===== src/rtl/fmrv32im_div_arb_pkg.sv =====
// Shared encodings for the divider arbiter: request op codes, sequencer
// states and the divide-by-zero quotient.
package fmrv32im_div_arb_pkg;

    localparam logic [1:0] OP_DIV  = 2'd0;
    localparam logic [1:0] OP_DIVU = 2'd1;
    localparam logic [1:0] OP_REM  = 2'd2;
    localparam logic [1:0] OP_REMU = 2'd3;

    typedef enum logic [1:0] {
        IDLE  = 2'd0,
        ISSUE = 2'd1,
        BUSY  = 2'd2,
        CAPT  = 2'd3
    } state_t;

    localparam logic [31:0] DIV_BY_ZERO_RD = 32'hFFFF_FFFF;

    // Result of a divide-by-zero: quotients saturate to all ones,
    // remainders return the dividend unchanged.
    function automatic logic [31:0] bypass_result(input logic [1:0] op,
                                                  input logic [31:0] rs1);
        return ((op == OP_REM) || (op == OP_REMU)) ? rs1 : DIV_BY_ZERO_RD;
    endfunction

endpackage


===== src/rtl/fmrv32im_div_rr.sv =====
// Two-way round-robin grant. The pointer names the port that wins a tie;
// after every grant it moves to the port that was not granted.
module fmrv32im_div_rr (
    input  logic       CLK,
    input  logic       RST_N,
    input  logic [1:0] ELIG,
    input  logic       ADVANCE,
    output logic [1:0] GRANT,
    output logic       PTR
);

    // One-hot grant: the pointer port on a tie, otherwise the lone eligible port.
    always_comb begin
        // NOTE: every output of a combinational block gets a default first,
        // so no path can leave it unassigned and infer a latch.
        GRANT = 2'b00;
        if (ELIG == 2'b11) begin
            GRANT = PTR ? 2'b10 : 2'b01;
        end else begin
            GRANT = ELIG;
        end
    end

    // Pointer update: after a grant, the other port gets priority.
    always_ff @(posedge CLK) begin
        // NOTE: sequential state uses non-blocking assignments so every
        // flop samples pre-edge values regardless of block ordering.
        if (!RST_N) begin
            PTR <= 1'b0;
        end else if (ADVANCE) begin
            PTR <= GRANT[0];
        end
    end

endmodule


===== src/rtl/fmrv32im_div_arb.sv =====
// Shares one iterative divider between two requesters. Requests are granted
// round-robin in IDLE, issued to the divider as a one-cycle pulse, and the
// result is captured into a per-port response slot. Divide-by-zero requests
// can complete directly in the arbiter.
module fmrv32im_div_arb
    import fmrv32im_div_arb_pkg::*;
#(
    parameter bit ZERO_BYPASS = 1'b1
) (
    input  logic        CLK,
    input  logic        RST_N,

    input  logic        REQ0_VALID,
    output logic        REQ0_READY,
    input  logic [1:0]  REQ0_OP,
    input  logic [31:0] REQ0_RS1,
    input  logic [31:0] REQ0_RS2,

    input  logic        REQ1_VALID,
    output logic        REQ1_READY,
    input  logic [1:0]  REQ1_OP,
    input  logic [31:0] REQ1_RS1,
    input  logic [31:0] REQ1_RS2,

    output logic        RSP0_VALID,
    input  logic        RSP0_READY,
    output logic [31:0] RSP0_RD,

    output logic        RSP1_VALID,
    input  logic        RSP1_READY,
    output logic [31:0] RSP1_RD,

    output logic        DIV_INST_DIV,
    output logic        DIV_INST_DIVU,
    output logic        DIV_INST_REM,
    output logic        DIV_INST_REMU,
    output logic [31:0] DIV_RS1,
    output logic [31:0] DIV_RS2,
    input  logic        DIV_WAIT,
    input  logic        DIV_READY,
    input  logic [31:0] DIV_RD
);

    state_t      state;
    state_t      state_nxt;
    logic [1:0]  op_q;
    logic        owner_q;

    logic [1:0]  rsp_ready;
    logic [1:0]  rsp_valid_q;
    logic [31:0] rsp_rd_q [2];

    logic [1:0]  slot_free;
    logic [1:0]  elig;
    logic [1:0]  grant;
    logic        rr_ptr;

    logic        gnt_port;
    logic [1:0]  gnt_op;
    logic [31:0] gnt_rs1;
    logic [31:0] gnt_rs2;
    logic        gnt_bypass;
    logic        accept;
    logic [31:0] bypass_rd;
    logic [1:0]  slot_load;
    logic [31:0] slot_data;

    assign rsp_ready  = {RSP1_READY, RSP0_READY};
    assign RSP0_VALID = rsp_valid_q[0];
    assign RSP1_VALID = rsp_valid_q[1];
    assign RSP0_RD    = rsp_rd_q[0];
    assign RSP1_RD    = rsp_rd_q[1];

    // Eligibility: a port competes only in IDLE, out of reset, with a request
    // pending and somewhere to put its result.
    always_comb begin
        slot_free[0] = !rsp_valid_q[0] || rsp_ready[0];
        slot_free[1] = !rsp_valid_q[1] || rsp_ready[1];
        elig[0]      = RST_N && (state == IDLE) && REQ0_VALID && slot_free[0];
        elig[1]      = RST_N && (state == IDLE) && REQ1_VALID && slot_free[1];
    end

    fmrv32im_div_rr u_rr (
        .CLK     (CLK),
        .RST_N   (RST_N),
        .ELIG    (elig),
        .ADVANCE (accept),
        .GRANT   (grant),
        .PTR     (rr_ptr)
    );

    // Granted-request mux, bypass detection and the combinational handshake.
    always_comb begin
        gnt_port   = (elig == 2'b11) ? rr_ptr : elig[1];
        gnt_op     = gnt_port ? REQ1_OP  : REQ0_OP;
        gnt_rs1    = gnt_port ? REQ1_RS1 : REQ0_RS1;
        gnt_rs2    = gnt_port ? REQ1_RS2 : REQ0_RS2;
        gnt_bypass = ZERO_BYPASS && (gnt_rs2 == 32'd0);
        bypass_rd  = bypass_result(gnt_op, gnt_rs1);
        REQ0_READY = grant[0] && (!DIV_WAIT || gnt_bypass);
        REQ1_READY = grant[1] && (!DIV_WAIT || gnt_bypass);
        accept     = REQ0_READY || REQ1_READY;
    end

    // Sequencer next state: bypassed requests never leave IDLE.
    always_comb begin
        state_nxt = state;
        unique case (state)
            IDLE:    if (accept && !gnt_bypass) state_nxt = ISSUE;
            ISSUE:   state_nxt = BUSY;
            BUSY:    if (DIV_READY) state_nxt = CAPT;
            CAPT:    state_nxt = IDLE;
            default: state_nxt = IDLE;
        endcase
    end

    // Sequencer state register.
    always_ff @(posedge CLK) begin
        if (!RST_N) begin
            state <= IDLE;
        end else begin
            state <= state_nxt;
        end
    end

    // Request capture; divider operands change only for requests that use it.
    always_ff @(posedge CLK) begin
        if (!RST_N) begin
            op_q    <= OP_DIV;
            owner_q <= 1'b0;
            DIV_RS1 <= 32'd0;
            DIV_RS2 <= 32'd0;
        end else if (accept) begin
            op_q    <= gnt_op;
            owner_q <= gnt_port;
            if (!gnt_bypass) begin
                DIV_RS1 <= gnt_rs1;
                DIV_RS2 <= gnt_rs2;
            end
        end
    end

    // One start pulse, decoded from the latched op while in ISSUE.
    always_comb begin
        DIV_INST_DIV  = (state == ISSUE) && (op_q == OP_DIV);
        DIV_INST_DIVU = (state == ISSUE) && (op_q == OP_DIVU);
        DIV_INST_REM  = (state == ISSUE) && (op_q == OP_REM);
        DIV_INST_REMU = (state == ISSUE) && (op_q == OP_REMU);
    end

    // Slot load sources: a bypass at acceptance or a divider result in CAPT.
    always_comb begin
        slot_load[0] = (accept && gnt_bypass && !gnt_port) ||
                       ((state == CAPT) && !owner_q);
        slot_load[1] = (accept && gnt_bypass && gnt_port) ||
                       ((state == CAPT) && owner_q);
        slot_data    = (state == CAPT) ? DIV_RD : bypass_rd;
    end

    // Response slots: a load wins over a same-cycle consume.
    always_ff @(posedge CLK) begin
        for (int i = 0; i < 2; i++) begin
            if (!RST_N) begin
                rsp_valid_q[i] <= 1'b0;
                rsp_rd_q[i]    <= 32'd0;
            end else if (slot_load[i]) begin
                rsp_valid_q[i] <= 1'b1;
                rsp_rd_q[i]    <= slot_data;
            end else if (rsp_ready[i]) begin
                rsp_valid_q[i] <= 1'b0;
            end
        end
    end

endmodule


===== config.mk =====
export PLATFORM = sky130hd
export DESIGN_NAME = fmrv32im_div_arb
export DESIGN_NICKNAME = d
export VERILOG_FILES = /design/src/rtl/fmrv32im_div_arb_pkg.sv /design/src/rtl/fmrv32im_div_rr.sv /design/src/rtl/fmrv32im_div_arb.sv
export SDC_FILE = /design/constraint.sdc
export NUM_CORES = 1
export LEC_CHECK = 0
export ABC_AREA = 1
export CORE_MARGIN = 1
export CORE_UTILIZATION = 41
export CTS_CLUSTER_DIAMETER = 50
export DETAILED_ROUTE_END_ITERATION = 6
export PLACE_DENSITY = 0.83
export SYNTH_ARGS = -nofsm -noshare
export SYNTH_HDL_FRONTEND = slang
export SYNTH_SLANG_ARGS = --single-unit

===== constraint.sdc =====
create_clock -name CLK -period 3.05 [get_ports CLK]
set_input_delay 0.305 -clock CLK [delete_from_list [all_inputs] [get_ports CLK]]
set_output_delay 0.305 -clock CLK [all_outputs]
set_load 0.01 [all_outputs]

# --- Word level (Yosys, flattened, before mapping) ---
# Memories as Yosys holds them, arrays and structs flattened.
# Index checks and enable logic that the tools add are counted.
# Widths: inputs -> output; s select.
totals:
  reg_bits: 72
  ramBits: 64
  inputBits: 172
  output_inout_bits: 136
  word_cells: 84
  n_memories: 1
op_classes:
  n_eq_ne: 11
  n_mux: 24
  bitwise_logic: 3
  n_reduce_logical: 37
mem_list:
  columns: ["memory", "words", "word_bits", "read_ports", "rd_ports_with_merged_regs", "wr", "line_no", "rtl"]
  rows:
  - ["rsp_rd_q", 2, 32, 2, 0, 2, "fmrv32im_div_arb.sv:51", "logic [31:0] rsp_rd_q [2];"]
op_table:
  columns: ["cell", "n"]
  rows:
  - ["$mux 32", 6]
  - ["$logic_not 32->1", 1]
  - ["$logic_and 1x1->1", 17]
  - ["$eq 2x2->1 const B", 7]
  - ["$mux 1", 12]
  - ["$mux 2", 5]
  - ["$pmux 2 s4", 1]
  - ["$logic_or 1x1->1", 7]
  - ["$logic_not 1->1", 6]
  - ["$eq 2x1->1 const B", 2]
  - ["$logic_not 2->1", 2]
  - ["$reduce_and 2->1", 2]
  - ["$reduce_bool 2->1", 2]
  - ["$ne 2x1->1 const B", 1]
  - ["$ne 2x2->1 const B", 1]
  - ["$or 1x1->1", 2]
  - ["$not 1->1", 1]

# --- Longest topological paths before layout ---
# Gate-level depths: netlist of the first run.
logic_depth:
  depth_word: 18
  ltp_mapped: 21
  ltp_nobuf: 18

# --- Modules after synthesis ---
# Synthesis of the first run repeated with hierarchy kept, for this count alone.
unflattened:
  cells_unflattened: 898
  hier_area_um2: 6766.5
by_module_without_submodules:
  columns: ["module", "n_inst", "cells_per_inst", "area_per_inst_um2", "seq_area_each_um2"]
  rows:
  - ["fmrv32im_div_arb", 1, 886, 6701.4, 3343.2]
  - ["fmrv32im_div_rr", 1, 12, 65.1, 20.0]

# --- Least setup slack after synthesis of the first run ---
# No wires, ideal clock.
synth_path:
  path_type: "register to register"
  start: "register state[0]"
  end: "memory rsp_rd_q[1][0] (enable)"
  setup_ns: 0.375
  arrival_ns: 2.365
  t_required_ns: 2.675
  slack_ns: 0.311
  path_stages_with_launch: 17
  n_path_buf: 2
  period_less_slack_ns: 2.739
  path_cell_list: "dfxtp_1 -> inv_1 -> ha_1 -> nand2_2 -> nor2_2 -> nand3_2 -> buf_2 -> buf_6 -> nand3b_1 -> nand2_1 -> nand2_1 -> nor2_1 -> nand2_1 -> nor2_1 -> nand2_2 -> o21ai_1 -> or2_2"
synth_rtl:
  columns: ["element", "line_no", "rtl"]
  rows:
  - ["start: declaration", "fmrv32im_div_arb.sv:44", "state_t state;"]
  - ["start signal: assignment", "fmrv32im_div_arb.sv:122", "state <= state_nxt;"]
  - ["end: declaration", "fmrv32im_div_arb.sv:51", null]

# --- Worst setup path after layout of the first run ---
layout_path:
  start: "register state[0]"
  end: "output port REQ0_READY"
layout_between:
  elab_chain_len: 10
  elab_cells_between_ends: 13
  classes_between: "eq/ne: 1; mux: 3; reduce/logical: 9"
layout_rtl:
  columns: ["element", "line_no", "rtl"]
  rows:
  - ["$logic_not 2->1 *", "fmrv32im_div_arb.sv:79, fmrv32im_div_arb.sv:80", null]
  - ["$logic_and 1x1->1 *", "fmrv32im_div_arb.sv:79, fmrv32im_div_arb.sv:80", null]
  - ["$logic_and 1x1->1, on equally long branches (2 in a row)", "fmrv32im_div_arb.sv:79, fmrv32im_div_arb.sv:80", null]
  - ["$eq 2x2->1", "fmrv32im_div_rr.sv:17, fmrv32im_div_arb.sv:94", null]
  - ["$mux 1", "fmrv32im_div_arb.sv:94", "gnt_port = (elig == 2'b11) ? rr_ptr : elig[1];"]
  - ["$mux 32", "fmrv32im_div_arb.sv:97", "gnt_rs2 = gnt_port ? REQ1_RS2 : REQ0_RS2;"]
  - ["$logic_not 32->1", "fmrv32im_div_arb.sv:98", "gnt_bypass = ZERO_BYPASS && (gnt_rs2 == 32'd0);"]
  - ["$logic_or 1x1->1", "fmrv32im_div_arb.sv:100", "REQ0_READY = grant[0] && (!DIV_WAIT || gnt_bypass);"]
  - ["$logic_and 1x1->1 *", "fmrv32im_div_arb.sv:100", null]
  - ["end: declaration", "fmrv32im_div_arb.sv:14", "output logic REQ0_READY,"]
# Mark *: on every way between the ends. The rest lies on a longest branch, timed or not.

==> results of run 1 <==
[per-layer routing]
layer	GRT usage	wire length, um
met3	0.0791	1690
met4	0.125	726
met1	0.275	7970
met2	0.461	10500
met5	0	0
[cells in the mapped netlist (5+ instances only)]
cell type,n
sky130_fd_sc_hd__nand2_1,231
sky130_fd_sc_hd__inv_1,80
sky130_fd_sc_hd__nor2_1,77
sky130_fd_sc_hd__dfxtp_1,72
sky130_fd_sc_hd__a21oi_1,70
sky130_fd_sc_hd__edfxtp_1,64
sky130_fd_sc_hd__o21ai_0,38
sky130_fd_sc_hd__o22ai_1,32
sky130_fd_sc_hd__clkbuf_1,27
sky130_fd_sc_hd__nand3b_1,27
sky130_fd_sc_hd__or2_2,24
sky130_fd_sc_hd__buf_2,10
sky130_fd_sc_hd__or2_1,10
sky130_fd_sc_hd__buf_4,7
sky130_fd_sc_hd__ha_1,5
sky130_fd_sc_hd__o21ai_1,5
[final timing paths]
kind | startpoint | cells past startpoint | endpoint
max | state[0]$_SDFFE_PN0P_ | 18 | REQ0_READY
min reg2reg | DIV_RS1[1]$_SDFFE_PN0P_ | 2 | DIV_RS1[1]$_SDFFE_PN0P_
min | DIV_RS1[1]$_SDFFE_PN0P_ | 2 | DIV_RS1[1]$_SDFFE_PN0P_
max reg2reg | state[0]$_SDFFE_PN0P_ | 18 | rsp_rd_q[1][26]$_SDFFCE_PN0P_
[placed cells by master, fill, tap and decap left out, drive strengths merged]
master           n
or2             34
buf             39
clkbuf          18
bufinv           2
o21ai           43
clkdlybuf4s50  304
nor3             4
inv             87
dfxtp           72
nand3            5
nor2            79
clkinvlp         5
ha               5
nand2          235
clkdlybuf4s15    1
edfxtp          64
nand3b          27
o211ai           1
clkinv           3
o22ai           32
a21oi           70
[cell type report]
type,instances,share of cell area
Timing Repair Buffer,345,0.329
Multi-Input combinational cell,535,0.244
Inverter,82,0.0291
Clock inverter,15,0.0156
Sequential cell,136,0.318
Tap cell,211,0.0249
Clock buffer,17,0.0402
[cell families (layout without fill, tap and decap cells)]
kind of cell / after synthesis / after routing
buf+inv: 132 / 459
compound gates: 146 / 146
flops: 136 / 136
simple gates: 384 / 384
fa+ha+maj: 5 / 5
[power groups by stage]
stage	Combinational, mW	Clock [mW]	Sequential [mW]
2_1_floorplan	0.869	0	2.43
3_3_place_gp	2.01	0	2.31
3_5_place_dp	2.05	0	2.32
4_1_cts	2.08	2.07	2.29
5_1_grt	2.29	2.16	2.31
6_report	2.11	2.05	2.29
[critical path, delay by kind of cell (launching register included)]
family / cells / cell delay [ns]
buffers and inverters: 4 / 0.49
adders and majority gates: 1 / 0.16
AOI/OAI and AO/OA: 1 / 0.09
and+or+nand+nor: 12 / 1.12
DFF: 1 / 0.31
[per-stage QoR]
step	area (sq um)	total power [mW]	TNS, ns	std cells
global placement	9910	4.32	-0.289	1308
finish	10600	6.45	0	1341
CTS	10500	6.44	0	1340
detailed placement	9910	4.37	-1.88	1308
floorplan	6430	3.30	0	803
global route	10600	6.76	-0.0682	1341
[what timing repair did]
action	in CTS	in global routing
setup buffers	0	1
gates resized for setup	11	17
hold buffers	0	0
endpoints found under the setup margin	2	34
pin swaps	2	5
[registers in the layout, summed over array words and instances (netlist names)]
signal and flops:
DIV_RS2 32, owner_q 1, u_rr.PTR 1, rsp_rd_q 64, state 2, DIV_RS1 32, op_q 2, rsp_valid_q 2
==> impl_results.rst, run 1 <==
.. list-table::
   :header-rows: 1

   * - Metric
     - Value
   * - Total number of yosys warnings
     - 0
   * - Gate Count Post-Synth
     - 803
   * - Setup repair after global routing missed its margin
     - yes
   * - Post-DP HPWL
     - 15,800 um
   * - Post-Place Setup Slack
     - -0.172 ns
   * - Horizontal die dimension
     - 127 um
   * - Cell taking the most area after synthesis
     - sky130_fd_sc_hd__edfxtp_1
   * - Maximum number of pins on one net before global-route repair
     - 52
   * - Net Switching
     - 2.01 mW
   * - Slew at the pin closest to its max-slew limit
     - 0.691 ns
   * - Setup violations, final
     - 0
   * - Worst vdd ir
     - 0.402 mV
   * - Category of the critical setup timing path
     - flip-flop to output port
   * - Simple-gate portion of the synthesized area
     - 0.260
   * - Fraction of the mapped netlist area in compound gates
     - 0.121
   * - P&R area growth vs syn
     - 64.7%
   * - Die Y-Extent
     - 127 um
   * - Slowest cell delay on critical path
     - 0.31 ns
   * - Global-route wire length before repair
     - 32,000 um
   * - Arrival @ worst endpoint
     - 2.58 ns
   * - Area taken by multi-input logic gates
     - 2580 sq um
   * - Cell types occupying the most area after synthesis
     - sky130_fd_sc_hd__edfxtp_1 (30%), sky130_fd_sc_hd__dfxtp_1 (22%), sky130_fd_sc_hd__nand2_1 (13%)
   * - Tmin final
     - 2.88 ns
   * - Post-synth EDFFs
     - 64
   * - # port buffers
     - 307
   * - Final setup skew
     - 0.00874 ns
   * - Post-detailed-routing wire length
     - 20,900 um
   * - Number of max-cap violations
     - 0
   * - Combined area of all synthesized cells
     - 6430 sq um
   * - Net switching share of the total power
     - 0.312
   * - Top flip-flop cell by instance count after synthesis
     - sky130_fd_sc_hd__dfxtp_1
   * - Hold Slack
     - 0.442 ns
   * - Worst rel slew slack
     - 0.535
   * - Class of the tightest hold or removal check
     - flip-flop to flip-flop
   * - Count of endpoints failing hold in the final timing report
     - 0
   * - Global-route congestion overflow total
     - 0
   * - Antenna cell count
     - 0
   * - Sinks on Clock Net
     - 136
   * - Number of nets still failing antenna checks after routing
     - 0
   * - Reg2reg setup slack
     - 0.31 ns
   * - Worst Path Required
     - 2.74 ns
   * - Mean instance size in the synthesized netlist
     - 8.01 sq um
   * - Fmax
     - 0.347 GHz
   * - Register area
     - 3360 sq um
   * - Synthesized net count
     - 980
   * - Worst setup SP type
     - flip-flop
   * - Total global routing track utilization
     - 0.257
   * - CTS tree
     - built
   * - Starting Density
     - 0.421
   * - Fill cell count
     - 1,170
   * - Initial DRC Count
     - 308
   * - Placeable core area
     - 15,300 sq um
   * - Number of design rule violations left after detail routing
     - 0
   * - Share of the synthesized area in the top cell type
     - 0.299
   * - Crit-path slowest cell
     - sky130_fd_sc_hd__dfxtp_1
   * - Ys async rst share
     - 0
   * - Layout Nets
     - 1,294
   * - Share of cells above drive strength 1
     - 0.102
   * - Final Max Slew Viols
     - 0
   * - Final routed wire length divided by cell count
     - 15.6 um
   * - Cells along the critical path
     - inv_2 -> ha_4 -> nand2_4 -> nor2_4 -> nand3_4 -> nand2_8 -> buf_12 -> nand2_1 -> o21ai_1 -> nand2_1 -> nor2_1 -> nand2_1 -> nor2_2 -> nand2_2 -> nand2_2 -> nand2_2 -> inv_2 -> clkdlybuf4s15_2
   * - Fin worst setup slack
     - 0.167 ns
   * - Number of clock buffers inserted by TritonCTS
     - 17
   * - Drt first pass iters
     - 5
   * - Clk_lat worst skew
     - 0.42 ns
   * - Status
     - complete, no violations
   * - Sequential area share after synthesis
     - 0.523
   * - Cell-internal power
     - 4.44 mW
   * - Ratio of total power to cell area
     - 609 nW/um^2
   * - Via density per instance
     - 4.88
   * - Via count
     - 6,547
   * - Buffer type at the clock tree root
     - sky130_fd_sc_hd__clkbuf_16
   * - Comb power frac
     - 0.327
   * - Maximum level of the CTS H-tree
     - 4
   * - Clock Tree Buf Depth
     - 2
   * - I/O Pins
     - 308
   * - Via count of the first global-routing pass
     - 6,458
   * - Clock share of power
     - 0.318
   * - Number of distinct library cells after synthesis
     - 28
   * - Share of synthesized cell area in full adder, half adder and majority cells
     - 0.00973
   * - Number of antenna violations at the first check in global routing
     - 0
   * - Mux share of post-synthesis cell area
     - 0
   * - Total of flip-flops plus latches after synthesis
     - 136
   * - Maximum fanout encountered on the critical timing path
     - 12
   * - Reg power frac
     - 0.354
   * - Row cnt
     - 45
   * - CP endpoint kind
     - output port
   * - Main combinational cell family by area after synthesis
     - simple AND/OR/NAND/NOR gates
   * - Fraction of the core area covered by cells at the end of the flow
     - 0.694
   * - Clock transition at the register clock pins on the worst setup and hold paths after CTS
     - 0.06 ns
   * - Standby leakage power
     - 4.41 nW
   * - Placer Congestion
     - 0.893
   * - Crit share post-route
     - 0.945
   * - Parity-gate share of the synthesized area counting xor and xnor cells
     - 0
   * - Die Footprint
     - 16,200 sq um
No activity file was read; power rests on OpenSTA's default activity.
==> run 2: changes to the inputs <==
==> constraint.sdc (replaced) <==
create_clock -name CLK -period 3.05 [get_ports CLK]
set_input_delay 0.915 -clock CLK [delete_from_list [all_inputs] [get_ports CLK]]
set_output_delay 0.915 -clock CLK [all_outputs]
set_load 0.01 [all_outputs]
==> impl_results.rst, run 2 (synthesized netlist as in run 1, its figures left out) <==
.. list-table::
   :header-rows: 1

   * - Metric
     - Value
   * - Fmax
     - 0.275 GHz
   * - Row cnt
     - 45
   * - Clock Tree Buf Depth
     - 2
   * - Worst path top cell family by delay
     - simple AND/OR/NAND/NOR gates
   * - Buffer type at the clock tree root
     - sky130_fd_sc_hd__clkbuf_16
   * - Post-detailed-routing wire length
     - 25,500 um
   * - Via density per instance
     - 5.10
   * - Clock transition at the register clock pins on the worst setup and hold paths after CTS
     - 0.06 ns
   * - Starting Density
     - 0.421
   * - Number of antenna violations at the first check in global routing
     - 0
   * - Standby leakage power
     - 4.83 nW
   * - Number of design rule violations left after detail routing
     - 0
   * - Global-route congestion overflow total
     - 0
   * - End of the worst register-to-register path
     - DIV_RS2[28]$_SDFFE_PN0P_
   * - Final design area excluding fillers
     - 11,600 sq um
   * - Tmin final
     - 3.64 ns
   * - Final Max Slew Viols
     - 0
   * - Crit share post-route
     - 1.19
   * - Register containing the most flip-flops in the final layout
     - rsp_rd_q
   * - Initial DRC Count
     - 393
   * - CP endpoint kind
     - output port
   * - Count of endpoints failing hold in the final timing report
     - 0
   * - Max FFs per register
     - 64
   * - Instance area at placement
     - 10,000 sq um
   * - Clock share of power
     - 0.303
   * - Antenna cell count
     - 0
   * - Fin worst setup slack
     - -0.589 ns
   * - Startpoint of the lowest-slack register-to-register path
     - state[1]$_SDFFE_PN0P_
   * - Placer Congestion
     - 0.855
   * - Maximum number of pins on one net before global-route repair
     - 48
   * - Drt first pass iters
     - 5
   * - Horizontal die dimension
     - 127 um
   * - Number of clock buffers inserted by TritonCTS
     - 17
   * - Worst min-delay path endpoint
     - DIV_RS1[0]$_SDFFE_PN0P_
   * - Net switching share of the total power
     - 0.321
   * - Violated checks
     - setup timing
   * - Number of buffers added to fix hold violations after cts
     - 0
   * - Setup violations, final
     - 3
   * - Dominant cell type by count on the critical path
     - sky130_fd_sc_hd__nand2_1
   * - Final setup skew
     - 0.0111 ns
   * - Cell depth of the worst hold path
     - 2
   * - Cells along the critical path
     - buf_8 -> nand2_8 -> nor2_4 -> nand3_4 -> buf_12 -> nand2_8 -> nand2_1 -> nand2_1 -> nand2_1 -> nor2_1 -> nand2_1 -> nor2_2 -> nand2_2 -> nand2_4 -> nand2_4 -> inv_2 -> buf_6
   * - Worst vdd ir
     - 0.428 mV
   * - Post-DP HPWL
     - 15,900 um
   * - Fill cell count
     - 966
   * - Sinks on Clock Net
     - 136
   * - Reg2reg setup slack
     - 0 ns
   * - Ratio of total power to cell area
     - 610 nW/um^2
   * - Total global routing track utilization
     - 0.293
   * - Buf/Inv on CP
     - 4
   * - # port buffers
     - 307
   * - Layout Nets
     - 1,339
   * - Category of the critical setup timing path
     - input pin to output port
   * - Comb power frac
     - 0.374
   * - Number of cells on the critical path
     - 17
   * - Slowest cell delay on critical path
     - 0.20 ns
   * - Worst rel slew slack
     - 0.636
   * - Class of the tightest hold or removal check
     - flip-flop to flip-flop
   * - Via count of the first global-routing pass
     - 6,815
   * - Net Switching
     - 2.28 mW
   * - Worst Path Required
     - 2.13 ns
   * - Maximum level of the CTS H-tree
     - 4
   * - Placeable core area
     - 15,300 sq um
   * - Crit-path slowest cell
     - sky130_fd_sc_hd__buf_12
   * - Die Footprint
     - 16,200 sq um
   * - Number of nets still failing antenna checks after routing
     - 0
   * - Leading cell type in the layout, fill and taps excluded
     - sky130_fd_sc_hd__clkdlybuf4s50_1
   * - Final routed wire length divided by cell count
     - 18.4 um
   * - Most frequent cells in the layout
     - sky130_fd_sc_hd__clkdlybuf4s50_1 (300), sky130_fd_sc_hd__nand2_1 (195), sky130_fd_sc_hd__inv_1 (73)
   * - Reg power frac
     - 0.323
   * - Worst setup SP type
     - input pin
   * - Slew at the pin closest to its max-slew limit
     - 0.540 ns
   * - Top flop regs
     - rsp_rd_q: 64 flops, DIV_RS1: 32 flops, DIV_RS2: 32 flops
   * - Cell-internal power
     - 4.82 mW
   * - Post-Place Setup Slack
     - -1.33 ns
   * - Share of cells above drive strength 1
     - 0.209
   * - P&R area growth vs syn
     - 81.1%
   * - CTS tree
     - built
   * - I/O Pins
     - 308
   * - Start point of the worst hold path
     - DIV_RS1[0]$_SDFFE_PN0P_
   * - Status
     - finished with violations
   * - Via count
     - 7,064
   * - Setup repair after global routing missed its margin
     - yes
   * - Global-route wire length before repair
     - 36,000 um
   * - Die Y-Extent
     - 127 um
   * - Arrival @ worst endpoint
     - 2.72 ns
   * - Maximum fanout encountered on the critical timing path
     - 8
   * - Clk_lat worst skew
     - 0.42 ns
   * - Number of max-cap violations
     - 0
   * - Worst reg-to-reg path cell count
     - 20
run 2: power by group through the flow:
| stage | Sequential, mW | Combinational, mW | Clock [mW] |
|---|---|---|---|
| floorplan | 2.43 | 0.902 | 0 |
| global placement | 2.31 | 2.08 | 0 |
| global route | 2.32 | 2.83 | 2.25 |
| detailed placement | 2.32 | 2.11 | 0 |
| CTS | 2.29 | 2.34 | 2.16 |
| finish | 2.29 | 2.65 | 2.15 |
run 2: through the flow:
stage	utilization	hold WS (ns)	power (mW)	setup TNS [ns]	std cells
2_1_floorplan	-	0.439	3.33	-0.133	803
3_3_place_gp	0.658	0.431	4.39	-142.07	1319
3_5_place_dp	0.658	0.436	4.43	-154.08	1319
4_1_cts	0.728	0.445	6.79	-0.973	1377
5_1_grt	0.763	0.467	7.39	-3.21	1386
6_report	0.763	0.442	7.10	-1.20	1386
run 2: worst max-delay path by stage:
stage                          start          to  slack, ns
3_3_place_gp              RSP1_READY  REQ1_READY      -1.25
2_1_floorplan                  RST_N  REQ1_READY      -0.07
6_report                       RST_N  REQ0_READY      -0.59
3_5_place_dp              RSP1_READY  REQ1_READY      -1.33
5_1_grt        state[0]$_SDFFE_PN0P_  REQ0_READY      -0.67
4_1_cts                        RST_N  REQ0_READY      -0.49
run 2: repair_timing:
item,4_1_cts,5_1_grt
gates cloned,7,5
gates resized for setup,62,92
pin swaps,29,27
setup buffers,19,9
setup endpoints to repair,199,180
run 2: tightest hold or removal path: stages (launching register included):
cell                      delay (ns)
sky130_fd_sc_hd__dfxtp_1        0.31
sky130_fd_sc_hd__inv_1          0.05
sky130_fd_sc_hd__a21oi_1        0.05
run 2: area by class of cell:
cell class	instances	area, sq um	area share
timing repair buffer	388	4100	0.352
clock buffer	17	425	0.0365
inverter	82	320	0.0275
clock inverter	15	189	0.0162
multi-input combinational	537	2980	0.256
tap	211	264	0.0227
sequential	136	3370	0.289
run 2: metal layers:
metal | routed length (um) | share of wire | global-route usage
met5 | 0 | 0 | 0
met1 | 9410 | 0.37 | 0.320
met2 | 13100 | 0.52 | 0.529
met4 | 1060 | 0.042 | 0.146
met3 | 1840 | 0.072 | 0.0750
==> run 3: changes to the inputs <==
--- a/config.mk
+++ b/config.mk
@@ -10,7 +10,7 @@
 export CORE_UTILIZATION = 41
 export CTS_CLUSTER_DIAMETER = 50
 export DETAILED_ROUTE_END_ITERATION = 6
-export PLACE_DENSITY = 0.83
+export PLACE_DENSITY_LB_ADDON = 0.12
 export SYNTH_ARGS = -nofsm -noshare
 export SYNTH_HDL_FRONTEND = slang
 export SYNTH_SLANG_ARGS = --single-unit
==> impl_results.rst, run 3 (synthesized netlist as in run 1, its figures left out) <==
.. list-table::
   :header-rows: 1

   * - Metric
     - Value
   * - Status
     - finished with violations
   * - Violated checks
     - setup timing
   * - Worst setup SP type
     - input pin
   * - CP endpoint kind
     - output port
   * - Start point of the worst hold path
     - DIV_RS1[24]$_SDFFE_PN0P_
   * - Maximum level of the CTS H-tree
     - 4
   * - Final Max Slew Viols
     - 0
   * - Post-detailed-routing wire length
     - 22,800 um
   * - Die Y-Extent
     - 127 um
   * - Standby leakage power
     - 4.78 nW
   * - Global-route wire length before repair
     - 34,200 um
   * - Buffer type at the clock tree root
     - sky130_fd_sc_hd__clkbuf_16
   * - Sinks on Clock Net
     - 136
   * - Maximum fanout encountered on the critical timing path
     - 6
   * - Number of buffers added to fix hold violations after cts
     - 0
   * - Number of cells on the critical path
     - 17
   * - # port buffers
     - 307
   * - Buf/Inv on CP
     - 4
   * - Startpoint of the lowest-slack register-to-register path
     - state[0]$_SDFFE_PN0P_
   * - Share of cells above drive strength 1
     - 0.183
   * - Reg2reg setup slack
     - 0.10 ns
   * - Instance area at placement
     - 10,200 sq um
   * - Dominant cell type by count on the critical path
     - sky130_fd_sc_hd__nand2_1
   * - Clock transition at the register clock pins on the worst setup and hold paths after CTS
     - 0.06 ns
   * - Slew at the pin closest to its max-slew limit
     - 0.415 ns
   * - Horizontal die dimension
     - 127 um
   * - Clk_lat worst skew
     - 0.42 ns
   * - Number of design rule violations left after detail routing
     - 0
   * - Layout Nets
     - 1,342
   * - Number of nets still failing antenna checks after routing
     - 0
   * - Crit-path slowest cell
     - sky130_fd_sc_hd__nand2_8
   * - End of the worst register-to-register path
     - rsp_rd_q[1][15]$_SDFFCE_PN0P_
   * - Via count of the first global-routing pass
     - 6,396
   * - Worst Path Required
     - 2.13 ns
   * - Global-route congestion overflow total
     - 0
   * - Class of the tightest hold or removal check
     - flip-flop to flip-flop
   * - Worst reg-to-reg path cell count
     - 19
   * - Number of max-cap violations
     - 0
   * - Ratio of total power to cell area
     - 604 nW/um^2
   * - Via density per instance
     - 4.81
   * - Total global routing track utilization
     - 0.279
   * - Worst rel slew slack
     - 0.723
   * - Max FFs per register
     - 64
   * - Number of antenna violations at the first check in global routing
     - 0
   * - Slowest cell delay on critical path
     - 0.16 ns
   * - Number of clock buffers inserted by TritonCTS
     - 17
   * - Tmin final
     - 3.51 ns
   * - Total Power Consumption
     - 6.88 mW
   * - Most frequent cells in the layout
     - sky130_fd_sc_hd__clkdlybuf4s50_1 (300), sky130_fd_sc_hd__nand2_1 (189), sky130_fd_sc_hd__inv_1 (74)
   * - Count of non-filler cells in the finished layout
     - 1,389
   * - Clock Tree Buf Depth
     - 2
   * - Placeable core area
     - 15,300 sq um
   * - Placer Congestion
     - 0.876
   * - Setup repair after global routing missed its margin
     - yes
   * - Critical path endpoint
     - REQ0_READY
   * - Fin worst setup slack
     - -0.463 ns
   * - Crit share post-route
     - 1.15
   * - Cell count after placement
     - 1,330
   * - Count of endpoints failing hold in the final timing report
     - 0
   * - Cells along the critical path
     - buf_6 -> nand2_8 -> nor2_4 -> nand3_4 -> nand2_8 -> buf_16 -> nand2_1 -> nand2_1 -> nand2_2 -> nor2_2 -> nand2_1 -> nor2_2 -> nand2_2 -> nand2_4 -> nand2_4 -> inv_2 -> buf_6
   * - Final routed wire length divided by cell count
     - 16.4 um
   * - Top flop regs
     - rsp_rd_q: 64 flops, DIV_RS1: 32 flops, DIV_RS2: 32 flops
   * - Via count
     - 6,681
   * - P&R area growth vs syn
     - 77.2%
   * - Final setup skew
     - 0.00824 ns
   * - Final design area excluding fillers
     - 11,400 sq um
   * - Fraction of the core area covered by cells at the end of the flow
     - 0.747
   * - Starting Density
     - 0.421
   * - Antenna cell count
     - 0
   * - Maximum number of pins on one net before global-route repair
     - 45
   * - Initial DRC Count
     - 391
   * - Register containing the most flip-flops in the final layout
     - rsp_rd_q
   * - I/O Pins
     - 308
   * - Startpoint of the most critical setup path
     - RST_N
   * - Post-DP HPWL
     - 15,500 um
   * - Post-Place Setup Slack
     - -1.31 ns
   * - Arrival @ worst endpoint
     - 2.60 ns
   * - CTS tree
     - built
   * - Setup violations, final
     - 2
   * - Row cnt
     - 45
   * - Leading cell type in the layout, fill and taps excluded
     - sky130_fd_sc_hd__clkdlybuf4s50_1
   * - Category of the critical setup timing path
     - input pin to output port
   * - Die Footprint
     - 16,200 sq um
   * - Fmax
     - 0.285 GHz
   * - Worst path top cell family by delay
     - simple AND/OR/NAND/NOR gates
   * - Worst vdd ir
     - 0.404 mV
   * - Drt first pass iters
     - 4
## run 3: cell count changes in the layout (fill, tap and decap cells not counted), moves of 5 or more
cell                      change
sky130_fd_sc_hd__buf_6        -5
sky130_fd_sc_hd__buf_4       +12
sky130_fd_sc_hd__nand2_4      -5
sky130_fd_sc_hd__nor2_2       -7
sky130_fd_sc_hd__nor2_1       +8
sky130_fd_sc_hd__o22ai_1     +27
sky130_fd_sc_hd__nand2_2     +10
sky130_fd_sc_hd__nand2_1      -6
sky130_fd_sc_hd__o22ai_2     -26
## run 3: through the flow
stage	hold slack (ns)	TNS [ns]
after floorplan	0.439	-0.133
after global placement	0.432	-134.30
after detailed placement	0.435	-142.68
after CTS	0.444	-2.94
after global routing	0.454	-2.12
final	0.444	-0.921
## run 3: how the worst min path moves through the flow
stage | end | cells past startpoint
after floorplan | u_rr.PTR$_SDFFE_PN0N_ | 2
after global placement | DIV_RS1[13]$_SDFFE_PN0P_ | 2
after detailed placement | DIV_RS1[9]$_SDFFE_PN0P_ | 2
after CTS | DIV_RS1[9]$_SDFFE_PN0P_ | 2
after global routing | DIV_RS1[24]$_SDFFE_PN0P_ | 2
final | DIV_RS1[24]$_SDFFE_PN0P_ | 2
## run 3: final cells by class
| class | count | area, sq um |
|---|---|---|
| timing repair buffer | 393 | 4080 |
| sequential | 136 | 3360 |
| fill | 1140 | 3870 |
| multi-input combinational | 535 | 2760 |
| inverter | 82 | 315 |
| clock buffer | 19 | 433 |
| tap | 211 | 264 |
| clock inverter | 13 | 171 |
## run 3: metal layers
layer	routed length (um)	vias to the layer above	GRT usage
li1	-	3308	-
met1	9010	3048	0.326
met2	11400	283	0.489
met3	1840	42	0.0745
met4	548	0	0.108
met5	0	-	0
## run 3: what timing repair did
item	in CTS	in global routing
pin swaps	32	23
setup endpoints to repair	201	171
resized for setup	68	47
setup buffers	20	5
cloned	7	1
## run 3: worst register-to-register path, delay by kind of cell (launching register included)
| family | cells | cell delay, ns |
|---|---|---|
| AO/OA/AOI/OAI | 1 | 0.16 |
| buffers and inverters | 5 | 0.66 |
| flip-flops | 1 | 0.32 |
| AND/OR/NAND/NOR | 12 | 1.35 |
| adder cells (fa/ha/maj) | 1 | 0.17 |
## run 3: where the power goes
part	total (mW)	internal, mW	leakage (nW)	switching [mW]
registers	2.28	2.17	1.25	0.111
logic	2.50	1.29	3.25	1.20
clock network	2.10	1.29	0.276	0.810
total	6.88	4.76	4.78	2.12
